File: src/rtl/m_axi_lite_pkg.sv
// Shared constants for the AXI4-Lite single-transaction master:
// FSM state encoding, response codes and the response timeout length.
package m_axi_lite_pkg;

  typedef logic [2:0] state_t;

  localparam state_t S_IDLE  = 3'd0;
  localparam state_t S_WRITE = 3'd1;
  localparam state_t S_WRESP = 3'd2;
  localparam state_t S_READ  = 3'd3;
  localparam state_t S_RDATA = 3'd4;
  localparam state_t S_DRAIN = 3'd5;

  localparam logic [1:0] RESP_OKAY    = 2'b00;
  localparam logic [1:0] RESP_SLVERR  = 2'b10;
  localparam logic [1:0] RESP_TIMEOUT = 2'b11;

  localparam int unsigned C_TIMEOUT_CYCLES = 256;
  localparam int          TIMER_W          = $clog2(C_TIMEOUT_CYCLES);

endpackage

File: src/rtl/m_axi_lite_if.sv
// AXI4-Lite bus bundle: five channels, with master and slave views.
interface m_axi_lite_if #(
  parameter int ADDR_W = 4,
  parameter int DATA_W = 32
);

  logic [ADDR_W-1:0]   awaddr;
  logic [2:0]          awprot;
  logic                awvalid;
  logic                awready;

  logic [DATA_W-1:0]   wdata;
  logic [DATA_W/8-1:0] wstrb;
  logic                wvalid;
  logic                wready;

  logic [1:0]          bresp;
  logic                bvalid;
  logic                bready;

  logic [ADDR_W-1:0]   araddr;
  logic [2:0]          arprot;
  logic                arvalid;
  logic                arready;

  logic [DATA_W-1:0]   rdata;
  logic [1:0]          rresp;
  logic                rvalid;
  logic                rready;

  modport master (
    output awaddr, awprot, awvalid, wdata, wstrb, wvalid, bready,
           araddr, arprot, arvalid, rready,
    input  awready, wready, bresp, bvalid, arready, rdata, rresp, rvalid
  );

  modport slave (
    input  awaddr, awprot, awvalid, wdata, wstrb, wvalid, bready,
           araddr, arprot, arvalid, rready,
    output awready, wready, bresp, bvalid, arready, rdata, rresp, rvalid
  );

endinterface

File: src/rtl/m_axi_lite_master.sv
// AXI4-Lite master: turns one user command into one AXI read or write.
// Define M_AXI_LITE_TIMEOUT_EN to bound the B/R wait and drain late responses.
module m_axi_lite_master
  import m_axi_lite_pkg::*;
#(
  parameter int P_M_AXI_DATA_WIDTH = 32,
  parameter int P_M_AXI_ADDR_WIDTH = 4
) (
  input  logic                          m_axi_aclk,
  input  logic                          m_axi_aresetn,
  input  logic                          i_cmd_valid,
  output logic                          o_cmd_ready,
  input  logic                          i_cmd_wr,
  input  logic [P_M_AXI_ADDR_WIDTH-1:0] i_cmd_addr,
  input  logic [P_M_AXI_DATA_WIDTH-1:0] i_cmd_wdata,
  output logic                          o_rsp_valid,
  output logic [P_M_AXI_DATA_WIDTH-1:0] o_rsp_rdata,
  output logic [1:0]                    o_rsp_resp,
  m_axi_lite_if.master                  m_axi
);

  state_t state;

  assign m_axi.wstrb  = '1;
  assign m_axi.awprot = 3'b000;
  assign m_axi.arprot = 3'b000;

`ifdef M_AXI_LITE_TIMEOUT_EN
  localparam logic [TIMER_W-1:0] TIMER_LAST = TIMER_W'(C_TIMEOUT_CYCLES - 1);

  logic [TIMER_W-1:0] timer;
  logic               timer_expired;

  // Counts cycles spent waiting for B or R; restarts from zero on every entry.
  always_ff @(posedge m_axi_aclk or negedge m_axi_aresetn) begin
    if (!m_axi_aresetn) begin
      timer <= '0;
    end else if (state == S_WRESP || state == S_RDATA) begin
      timer <= timer + TIMER_W'(1);
    end else begin
      timer <= '0;
    end
  end

  assign timer_expired = (timer == TIMER_LAST);
`endif

  // NOTE: all state and outputs update with non-blocking assignments so every
  // branch below sees the values from before this edge.
  always_ff @(posedge m_axi_aclk or negedge m_axi_aresetn) begin
    if (!m_axi_aresetn) begin
      state         <= S_IDLE;
      o_cmd_ready   <= 1'b0;
      o_rsp_valid   <= 1'b0;
      o_rsp_rdata   <= '0;
      o_rsp_resp    <= 2'b00;
      m_axi.awaddr  <= '0;
      m_axi.awvalid <= 1'b0;
      m_axi.wdata   <= '0;
      m_axi.wvalid  <= 1'b0;
      m_axi.bready  <= 1'b0;
      m_axi.araddr  <= '0;
      m_axi.arvalid <= 1'b0;
      m_axi.rready  <= 1'b0;
    end else begin
      // NOTE: default-low here, raised for exactly one cycle below.
      o_rsp_valid <= 1'b0;

      case (state)
        S_IDLE: begin
          o_cmd_ready <= 1'b1;
          if (i_cmd_valid && o_cmd_ready) begin
            o_cmd_ready <= 1'b0;
            if (i_cmd_wr) begin
              m_axi.awaddr  <= i_cmd_addr;
              m_axi.wdata   <= i_cmd_wdata;
              m_axi.awvalid <= 1'b1;
              m_axi.wvalid  <= 1'b1;
              state         <= S_WRITE;
            end else begin
              m_axi.araddr  <= i_cmd_addr;
              m_axi.arvalid <= 1'b1;
              state         <= S_READ;
            end
          end
        end

        // AW and W complete independently; a low valid means that side is done.
        S_WRITE: begin
          if (m_axi.awvalid && m_axi.awready) m_axi.awvalid <= 1'b0;
          if (m_axi.wvalid && m_axi.wready)   m_axi.wvalid  <= 1'b0;
          if ((!m_axi.awvalid || m_axi.awready) &&
              (!m_axi.wvalid  || m_axi.wready)) begin
            m_axi.bready <= 1'b1;
            state        <= S_WRESP;
          end
        end

        S_WRESP: begin
          if (m_axi.bvalid) begin
            m_axi.bready <= 1'b0;
            o_rsp_valid  <= 1'b1;
            o_rsp_rdata  <= '0;
            o_rsp_resp   <= m_axi.bresp;
            o_cmd_ready  <= 1'b1;
            state        <= S_IDLE;
          end
`ifdef M_AXI_LITE_TIMEOUT_EN
          else if (timer_expired) begin
            o_rsp_valid <= 1'b1;
            o_rsp_rdata <= '0;
            o_rsp_resp  <= RESP_TIMEOUT;
            state       <= S_DRAIN;
          end
`endif
        end

        S_READ: begin
          if (m_axi.arready) begin
            m_axi.arvalid <= 1'b0;
            m_axi.rready  <= 1'b1;
            state         <= S_RDATA;
          end
        end

        S_RDATA: begin
          if (m_axi.rvalid) begin
            m_axi.rready <= 1'b0;
            o_rsp_valid  <= 1'b1;
            o_rsp_rdata  <= m_axi.rdata;
            o_rsp_resp   <= m_axi.rresp;
            o_cmd_ready  <= 1'b1;
            state        <= S_IDLE;
          end
`ifdef M_AXI_LITE_TIMEOUT_EN
          else if (timer_expired) begin
            o_rsp_valid <= 1'b1;
            o_rsp_rdata <= '0;
            o_rsp_resp  <= RESP_TIMEOUT;
            state       <= S_DRAIN;
          end
`endif
        end

`ifdef M_AXI_LITE_TIMEOUT_EN
        // Swallow the late B or R beat so the slave is not left hanging.
        S_DRAIN: begin
          if ((m_axi.bready && m_axi.bvalid) || (m_axi.rready && m_axi.rvalid)) begin
            m_axi.bready <= 1'b0;
            m_axi.rready <= 1'b0;
            o_cmd_ready  <= 1'b1;
            state        <= S_IDLE;
          end
        end
`endif

        default: begin
          m_axi.bready <= 1'b0;
          m_axi.rready <= 1'b0;
          state        <= S_IDLE;
        end
      endcase
    end
  end

endmodule

File: src/flat_wrapper.sv
// flat-port wrapper written by rule: the top's interface ports become plain ports
module m_axi_lite_master_flat import m_axi_lite_pkg::*;
#(
  parameter int P_M_AXI_DATA_WIDTH = 32,
  parameter int P_M_AXI_ADDR_WIDTH = 4
)
  (m_axi_aclk, m_axi_aresetn, i_cmd_valid, o_cmd_ready, i_cmd_wr, i_cmd_addr, i_cmd_wdata, o_rsp_valid, o_rsp_rdata, o_rsp_resp, m_axi_awaddr, m_axi_awprot, m_axi_awvalid, m_axi_wdata, m_axi_wstrb, m_axi_wvalid, m_axi_bready, m_axi_araddr, m_axi_arprot, m_axi_arvalid, m_axi_rready, m_axi_awready, m_axi_wready, m_axi_bresp, m_axi_bvalid, m_axi_arready, m_axi_rdata, m_axi_rresp, m_axi_rvalid);
  m_axi_lite_if #(.ADDR_W((4)), .DATA_W((32))) m_axi_i ();
  input  logic m_axi_aclk;
  input  logic m_axi_aresetn;
  input  logic i_cmd_valid;
  output logic o_cmd_ready;
  input  logic i_cmd_wr;
  input  logic [P_M_AXI_ADDR_WIDTH-1:0] i_cmd_addr;
  input  logic [P_M_AXI_DATA_WIDTH-1:0] i_cmd_wdata;
  output logic o_rsp_valid;
  output logic [P_M_AXI_DATA_WIDTH-1:0] o_rsp_rdata;
  output logic [1:0] o_rsp_resp;
  output wire logic [$bits(m_axi_i.awaddr)-1:0] m_axi_awaddr;
  output wire logic [$bits(m_axi_i.awprot)-1:0] m_axi_awprot;
  output wire logic [$bits(m_axi_i.awvalid)-1:0] m_axi_awvalid;
  output wire logic [$bits(m_axi_i.wdata)-1:0] m_axi_wdata;
  output wire logic [$bits(m_axi_i.wstrb)-1:0] m_axi_wstrb;
  output wire logic [$bits(m_axi_i.wvalid)-1:0] m_axi_wvalid;
  output wire logic [$bits(m_axi_i.bready)-1:0] m_axi_bready;
  output wire logic [$bits(m_axi_i.araddr)-1:0] m_axi_araddr;
  output wire logic [$bits(m_axi_i.arprot)-1:0] m_axi_arprot;
  output wire logic [$bits(m_axi_i.arvalid)-1:0] m_axi_arvalid;
  output wire logic [$bits(m_axi_i.rready)-1:0] m_axi_rready;
  input wire logic [$bits(m_axi_i.awready)-1:0] m_axi_awready;
  input wire logic [$bits(m_axi_i.wready)-1:0] m_axi_wready;
  input wire logic [$bits(m_axi_i.bresp)-1:0] m_axi_bresp;
  input wire logic [$bits(m_axi_i.bvalid)-1:0] m_axi_bvalid;
  input wire logic [$bits(m_axi_i.arready)-1:0] m_axi_arready;
  input wire logic [$bits(m_axi_i.rdata)-1:0] m_axi_rdata;
  input wire logic [$bits(m_axi_i.rresp)-1:0] m_axi_rresp;
  input wire logic [$bits(m_axi_i.rvalid)-1:0] m_axi_rvalid;
  assign m_axi_awaddr = m_axi_i.awaddr;
  assign m_axi_awprot = m_axi_i.awprot;
  assign m_axi_awvalid = m_axi_i.awvalid;
  assign m_axi_wdata = m_axi_i.wdata;
  assign m_axi_wstrb = m_axi_i.wstrb;
  assign m_axi_wvalid = m_axi_i.wvalid;
  assign m_axi_bready = m_axi_i.bready;
  assign m_axi_araddr = m_axi_i.araddr;
  assign m_axi_arprot = m_axi_i.arprot;
  assign m_axi_arvalid = m_axi_i.arvalid;
  assign m_axi_rready = m_axi_i.rready;
  assign m_axi_i.awready = m_axi_awready;
  assign m_axi_i.wready = m_axi_wready;
  assign m_axi_i.bresp = m_axi_bresp;
  assign m_axi_i.bvalid = m_axi_bvalid;
  assign m_axi_i.arready = m_axi_arready;
  assign m_axi_i.rdata = m_axi_rdata;
  assign m_axi_i.rresp = m_axi_rresp;
  assign m_axi_i.rvalid = m_axi_rvalid;
  m_axi_lite_master #(.P_M_AXI_DATA_WIDTH(P_M_AXI_DATA_WIDTH), .P_M_AXI_ADDR_WIDTH(P_M_AXI_ADDR_WIDTH)) u_core (.m_axi_aclk(m_axi_aclk), .m_axi_aresetn(m_axi_aresetn), .i_cmd_valid(i_cmd_valid), .o_cmd_ready(o_cmd_ready), .i_cmd_wr(i_cmd_wr), .i_cmd_addr(i_cmd_addr), .i_cmd_wdata(i_cmd_wdata), .o_rsp_valid(o_rsp_valid), .o_rsp_rdata(o_rsp_rdata), .o_rsp_resp(o_rsp_resp), .m_axi(m_axi_i));
endmodule
File: config.mk
export PLATFORM = sky130hd
export DESIGN_NAME = m_axi_lite_master_flat
export DESIGN_NICKNAME = d
export VERILOG_FILES = /design/src/rtl/m_axi_lite_pkg.sv /design/src/rtl/m_axi_lite_if.sv /design/src/rtl/m_axi_lite_master.sv /design/src/flat_wrapper.sv
export SDC_FILE = /design/constraint.sdc
export NUM_CORES = 1
export LEC_CHECK = 0
export CAP_MARGIN = 20
export CORE_MARGIN = 8
export CORE_UTILIZATION = 25
export CTS_CLUSTER_DIAMETER = 80
export CTS_CLUSTER_SIZE = 30
export DETAILED_ROUTE_END_ITERATION = 8
export SYNTH_ARGS = -nofsm -noshare
export SYNTH_HDL_FRONTEND = slang
export SYNTH_SLANG_ARGS = --single-unit
File: constraint.sdc
create_clock -name m_axi_aclk -period 2.3 [get_ports m_axi_aclk]
set_input_delay 0.345 -clock m_axi_aclk [delete_from_list [all_inputs] [get_ports m_axi_aclk]]
set_output_delay 0.345 -clock m_axi_aclk [all_outputs]
set_load 0.005 [all_outputs]
==> impl_metrics.py, run 1 <==
metrics = {
    "sta": {
        "max_freq_mhz": 552.7,
        "hold_violations": 0,
        "finalSetupTns_ns": 0,
        "finalWorstPathRequiredPeriod_ns": 1.809,
        "worst_pin_slew_ns": 0.5296,
        "layout_setup_ws_ns": 0.4908,
        "slew-limit-headroom_pct": 64.70,
        "finalCritPeriodShare_pct": 78.66,
        "setup_viol": 0,
        "rsz0062_at_grt": "no",
        "maxSlewViolCount": 0,
        "fin_skew_ns": 0.005586,
    },
    "pwr": {
        "ir_drop_uv": 608.2,
        "power.density_mw_per_mm2": 1090,
        "leakage_nw": 2.456,
        "total_power_mw": 6.358,
    },
    "clock_tree": {
        "root_buffer": "clkbuf_16",
        "cts_buffers": 9,
        "cts_tree": "built",
        "clk_transition_reported_paths_ns": 0.06,
        "post_cts_resized": 0,
        "cts_sinks": 84,
        "clk_latency_ns": 0.34,
        "clock_path_buffers": 2,
        "htreeDepth": 3,
    },
    "global_routing": {
        "globalRouteTotalUtil_pct": 10.53,
        "grt_pass1_wl_um": 15500,
        "overflow": 0,
        "grt_pass1_vias": 2931,
        "antenna_found_initial": 0,
        "grt_max_degree": 46,
    },
    "drt": {
        "drt-total-wl_um": 10100,
        "ant_nets": 0,
        "drt_iter0_drc": 100,
        "drc": 0,
        "drt_first_pass_iters": 4,
        "via_count": 2682,
        "routedWlPerCell_um": 15.52,
        "via_per_inst": 4.120,
    },
    "worst_hold_path": {
        "min_path_type": "reg2reg",
        "worstHoldStart": "u_core.m_axi.wdata[3]",
        "hold_depth": 1,
    },
    "critical_path": {
        "worstSetupStartpoint": "u_core.state[1]",
        "start_kind": "flip-flop",
        "r2r-start": "u_core.state[1]",
        "crit_arrival_ns": 2.03,
        "cp_max_fo": 14,
        "reg2reg_depth": 4,
        "cp-end-kind": "flip-flop",
        "path_class": "reg2reg",
        "cp.required_ns": 2.52,
    },
    "die": {
        "start_util_pct": 25.54,
        "fp.dieW_um": 137.9,
        "core_mm2": 0.01453,
        "die_y_um": 137.9,
        "die_area_mm2": 0.01900,
        "row_count": 44,
        "ios": 172,
    },
    "logic_synthesis": {
        "seq_area_frac_synth_pct": 56.62,
        "synth_seq_cells": 84,
        "synth.avg_cell_area_um2": 12.54,
        "netlist_top_cells_area": "dfrtp_1, mux2i_1, mux2_2",
        "synth.top_cell.area_share_pct": 56.62,
        "ys.warnings.count": 0,
        "ys_types": 35,
        "mappedNetlistArea_mm2": 0.003712,
        "netlist_instances": 296,
        "yosysTopAreaCell": "dfrtp_1",
    },
    "finish": {
        "antennaDiodeCount": 0,
        "layout_common_cells": "clkdlybuf4s50_1, dfrtp_1, inv_1, nand2_1, mux2i_1",
        "layout_commonest_cell": "clkdlybuf4s50_1",
        "nNetsFinal": 543,
        "area_growth_pct": 57.16,
        "stdcell_area_mm2": 0.005834,
        "layout-drive-gt1-share_pct": 16.49,
        "final_cells": 651,
    },
    "place": {
        "portBuffers": 161,
        "gp_congestion": 0.7374,
        "dpl.cell_count": 634,
        "post-place-ws_ns": 0.3219,
        "post_dp_cell_area_mm2": 0.005522,
        "dp_hpwl_um": 7516,
    },
    "outcome": {
        "status": "finished, final reports clean",
    },
    "job": {
        "cap_violations": 0,
    },
}
## layer usage
layer | GRT usage (%) | part of all wire [%] | vias up
met5 | 0 | 0 | -
met4 | 4.657 | 1.4 | 0
met3 | 5.652 | 14 | 12
met2 | 15.01 | 42 | 122
met1 | 12.85 | 43 | 1267
li1 | - | - | 1281
## power breakdown
group	switching, mW	internal, mW	leakage [nW]
combinational	0.835	1.68	1.23
sequential	0.364	2.01	1.07
clock	0.577	0.893	0.155
## what timing repair did
item / in CTS / in global routing
endpoints found under the setup margin: 0 / 0
endpoints found under the hold margin: 8 / 0
buffers inserted: 0 / 0
hold buffers: 1 / 0
## worst paths after layout
path / endpoint / slack, ns
worst max-delay path: u_core.m_axi.wdata[14] / 0.49
worst min register to register: u_core.m_axi.wdata[3] / 0.51
worst max register to register: u_core.m_axi.wdata[14] / 0.49
worst min-delay path: u_core.m_axi.wdata[3] / 0.51
min in group asynchronous: u_core.o_rsp_rdata[28] / 0.53
max in group asynchronous: u_core.m_axi.wdata[1] / 1.14
## worst max-delay path: stages (launching register included)
cell and delay, ns:
dfrtp_1 0.55, nor3_2 0.26, nand4_1 0.27, buf_4 0.30, mux2_4 0.31
## cells by family after synthesis
group	count (synthesis)	synth area share, %
multiplexers	76	23.80
AND/OR/NAND/NOR	54	7.112
buffers and inverters	61	8.661
AO/OA/AOI/OAI	19	3.606
other	2	0.2023
flip-flops	84	56.62
## state kept, by name, indices dropped and copies added (netlist names)
name and count:
u_core.m_axi.wdata 32, u_core.o_cmd_ready 1, u_core.o_rsp_resp 2, u_core.m_axi.araddr 4, u_core.m_axi.awaddr 4, u_core.m_axi.arvalid 1
u_core.o_rsp_valid 1, u_core.o_rsp_rdata 32, u_core.m_axi.bready 1, u_core.m_axi.rready 1, u_core.state 3, u_core.m_axi.awvalid 1
u_core.m_axi.wvalid 1
## synthesized netlist by cell type
cell	count
dfrtp_1	84
inv_1	37
nand2_1	36
mux2i_1	32
mux2_2	26
mux2_4	18
buf_4	13
buf_2	5
buf_6	5
o21ai_0	5
nand2b_1	3
nor2_1	3
a21oi_1	2
a22oi_1	2
a31oi_1	2
conb_1	2
nand3_1	2
nand3b_1	2
a21bo_2	1
a221oi_1	1
a22o_1	1
a2bb2oi_1	1
a31o_2	1
buf_1	1
nand4_1	1
nor2b_1	1
nor3_1	1
nor3_2	1
nor3b_2	1
nor4_1	1
nor4_4	1
o2bb2ai_1	1
o31a_1	1
o32ai_1	1
or2_2	1
## through the flow
step	util, %	hold WS (ns)
5_1_grt	40.14	0.5266
3_3_place_gp	37.99	0.3684
2_1_floorplan	-	0.04941
3_5_place_dp	37.99	0.3654
6_report	40.14	0.5056
4_1_cts	40.14	0.5083
## area by class of cell
| type | count | area, um^2 |
|---|---|---|
| clock buffers | 11 | 252.7 |
| clock inverters | 5 | 50.05 |
| fillers | 1410 | 8700 |
| inverters | 37 | 138.9 |
| multi-input cells | 159 | 1336 |
| flip-flops and latches | 84 | 2102 |
| well taps | 184 | 230.2 |
| repair buffers | 171 | 1724 |
Note: power is estimated with default switching activity, not from simulation.
==> run 2: changes to the inputs <==
==> constraint.sdc (replaced) <==
create_clock -name m_axi_aclk -period 1.79 [get_ports m_axi_aclk]
set_input_delay 0.2685 -clock m_axi_aclk [delete_from_list [all_inputs] [get_ports m_axi_aclk]]
set_output_delay 0.2685 -clock m_axi_aclk [all_outputs]
set_load 0.005 [all_outputs]
==> run 2 against run 1 <==
Compared with the run above: largest cell class unchanged; clock power grew 53%; clock skew increased by 0.00099 ns; die area is the same; sequential cell count stayed put.
==> impl_metrics.py, run 2 (same netlist as run 1, synthesis figures left out) <==
metrics = {
    "clock_tree": {
        "cts_buffers": 9,
        "cts_sinks": 84,
        "root_buffer": "clkbuf_16",
        "cts_tree": "built",
        "clk_transition_reported_paths_ns": 0.06,
        "htreeDepth": 3,
        "clk_latency_ns": 0.34,
        "clock_path_buffers": 2,
    },
    "critical_path": {
        "crit_arrival_ns": 1.90,
        "path_class": "reg2reg",
        "cp-end-kind": "flip-flop",
        "cp_max_fo": 8,
        "start_kind": "flip-flop",
        "cp.required_ns": 2.01,
    },
    "finish": {
        "layout-drive-gt1-share_pct": 16.99,
        "antennaDiodeCount": 0,
        "nNetsFinal": 547,
        "area_growth_pct": 59.66,
        "top_regs": "u_core.m_axi.wdata x32, u_core.o_rsp_rdata x32",
        "layout_common_cells": "clkdlybuf4s50_1, dfrtp_1, inv_1, nand2_1, mux2i_1",
        "layout_commonest_cell": "clkdlybuf4s50_1",
    },
    "sta": {
        "fin_skew_ns": 0.006572,
        "setup_viol": 0,
        "whs_ns": 0.3926,
        "layout_setup_ws_ns": 0.1088,
        "max_freq_mhz": 594.8,
        "finalCritPeriodShare_pct": 93.92,
        "finalWorstPathRequiredPeriod_ns": 1.681,
        "hold_violations": 0,
        "maxSlewViolCount": 0,
        "rsz0062_at_grt": "no",
    },
    "place": {
        "dp_hpwl_um": 7608,
        "portBuffers": 161,
        "post-place-ws_ns": -0.05359,
        "gp_congestion": 0.7863,
    },
    "drt": {
        "drt_iter0_drc": 70,
        "via_per_inst": 4.136,
        "ant_nets": 0,
        "drt-total-wl_um": 9975,
        "routedWlPerCell_um": 15.23,
        "drt_first_pass_iters": 4,
        "drc": 0,
        "via_count": 2709,
    },
    "pwr": {
        "power.density_mw_per_mm2": 1446,
        "swShare_pct": 26.69,
        "power_frac_clock_pct": 26.3,
        "p_int_mw": 6.281,
        "total_power_mw": 8.569,
        "leakage_nw": 2.495,
        "p_seq_share_pct": 35.2,
        "ir_drop_uv": 1010,
        "switchingPower_mw": 2.287,
        "comb_power_share_pct": 38.5,
    },
    "die": {
        "core_mm2": 0.01453,
        "die_y_um": 137.9,
        "fp.dieW_um": 137.9,
        "ios": 172,
        "start_util_pct": 25.54,
        "die_area_mm2": 0.01900,
        "row_count": 44,
    },
    "global_routing": {
        "globalRouteTotalUtil_pct": 10.50,
        "grt_max_degree": 45,
        "overflow": 0,
        "antenna_found_initial": 0,
        "grt_pass1_vias": 2971,
        "grt_pass1_wl_um": 15600,
    },
    "job": {
        "cap_violations": 0,
    },
    "outcome": {
        "status": "finished, final reports clean",
    },
    "worst_hold_path": {
        "min_path_type": "in2async",
    },
}
==> run 2: timing repair <==
item,CTS,global route
setup buffers,0,0
hold buffers,1,0
endpoints found under the hold margin,25,0
gates resized for setup,0,0
==> run 2: cell type report <==
cell class                 count  area (um^2)
fill                        1399         8607
sequential                    84         2102
timing repair buffer         175         1754
multi-input combinational    159         1336
tap                          184        230.2
clock buffer                  10        229.0
inverter                      37        138.9
clock inverter                 6        136.4
==> run 2: final timing paths <==
check	depth (start not counted)	to	startpoint	slack, ns
max in group asynchronous	3	u_core.m_axi.wdata[19]	m_axi_aresetn	0.84
worst max register to register	3	u_core.o_rsp_resp[1]	u_core.state[2]	0.11
worst min register to register	1	u_core.m_axi.wdata[6]	u_core.m_axi.wdata[6]	0.50
worst max-delay path	3	u_core.o_rsp_resp[1]	u_core.state[2]	0.11
min in group m_axi_aclk	3	u_core.o_rsp_rdata[3]	m_axi_rdata[3]	0.49
worst min-delay path	2	u_core.o_rsp_rdata[23]	m_axi_aresetn	0.39
==> run 2: critical path, stage by stage, from the launching register on <==
cell     delay [ns]
dfrtp_1        0.48
nor3b_4        0.42
mux2_2         0.40
mux2_2         0.26
==> run 2: through the flow <==
stage | setup TNS, ns | util (%) | instances | cell area (um^2)
2_1_floorplan | 0 | - | 304 | 3742
3_3_place_gp | 0 | 38.20 | 638 | 5552
3_5_place_dp | -0.1858 | 38.20 | 638 | 5552
4_1_cts | 0 | 40.78 | 655 | 5927
5_1_grt | 0 | 40.78 | 655 | 5927
6_report | 0 | 40.78 | 655 | 5927
==> run 2: power groups by stage <==
stage | clock network, mW | registers (mW) | logic, mW
after floorplan | 0 | 3.03 | 1.44
after global placement | 0 | 3.02 | 3.34
after detailed placement | 0 | 3.04 | 3.36
after CTS | 2.35 | 3.03 | 3.38
after global routing | 2.40 | 3.12 | 3.59
final | 2.25 | 3.02 | 3.30
==> run 2: routing by layer <==
metal / global-route usage, % / routed length (um)
met1: 12.01 / 4064
met2: 15.97 / 4317
met3: 6.884 / 1505
met4: 2.507 / 87
met5: 0 / 0
==> run 3: changes to the inputs <==
--- a/config.mk
+++ b/config.mk
@@ -5,7 +5,6 @@
 export SDC_FILE = /design/constraint.sdc
 export NUM_CORES = 1
 export LEC_CHECK = 0
-export CAP_MARGIN = 20
 export CORE_MARGIN = 8
 export CORE_UTILIZATION = 25
 export CTS_CLUSTER_DIAMETER = 80
@@ -14,3 +13,4 @@
 export SYNTH_ARGS = -nofsm -noshare
 export SYNTH_HDL_FRONTEND = slang
 export SYNTH_SLANG_ARGS = --single-unit
+export TNS_END_PERCENT = 10
==> results of run 3 <==
Final layout, timing and power as in run 2 (identical DEF).
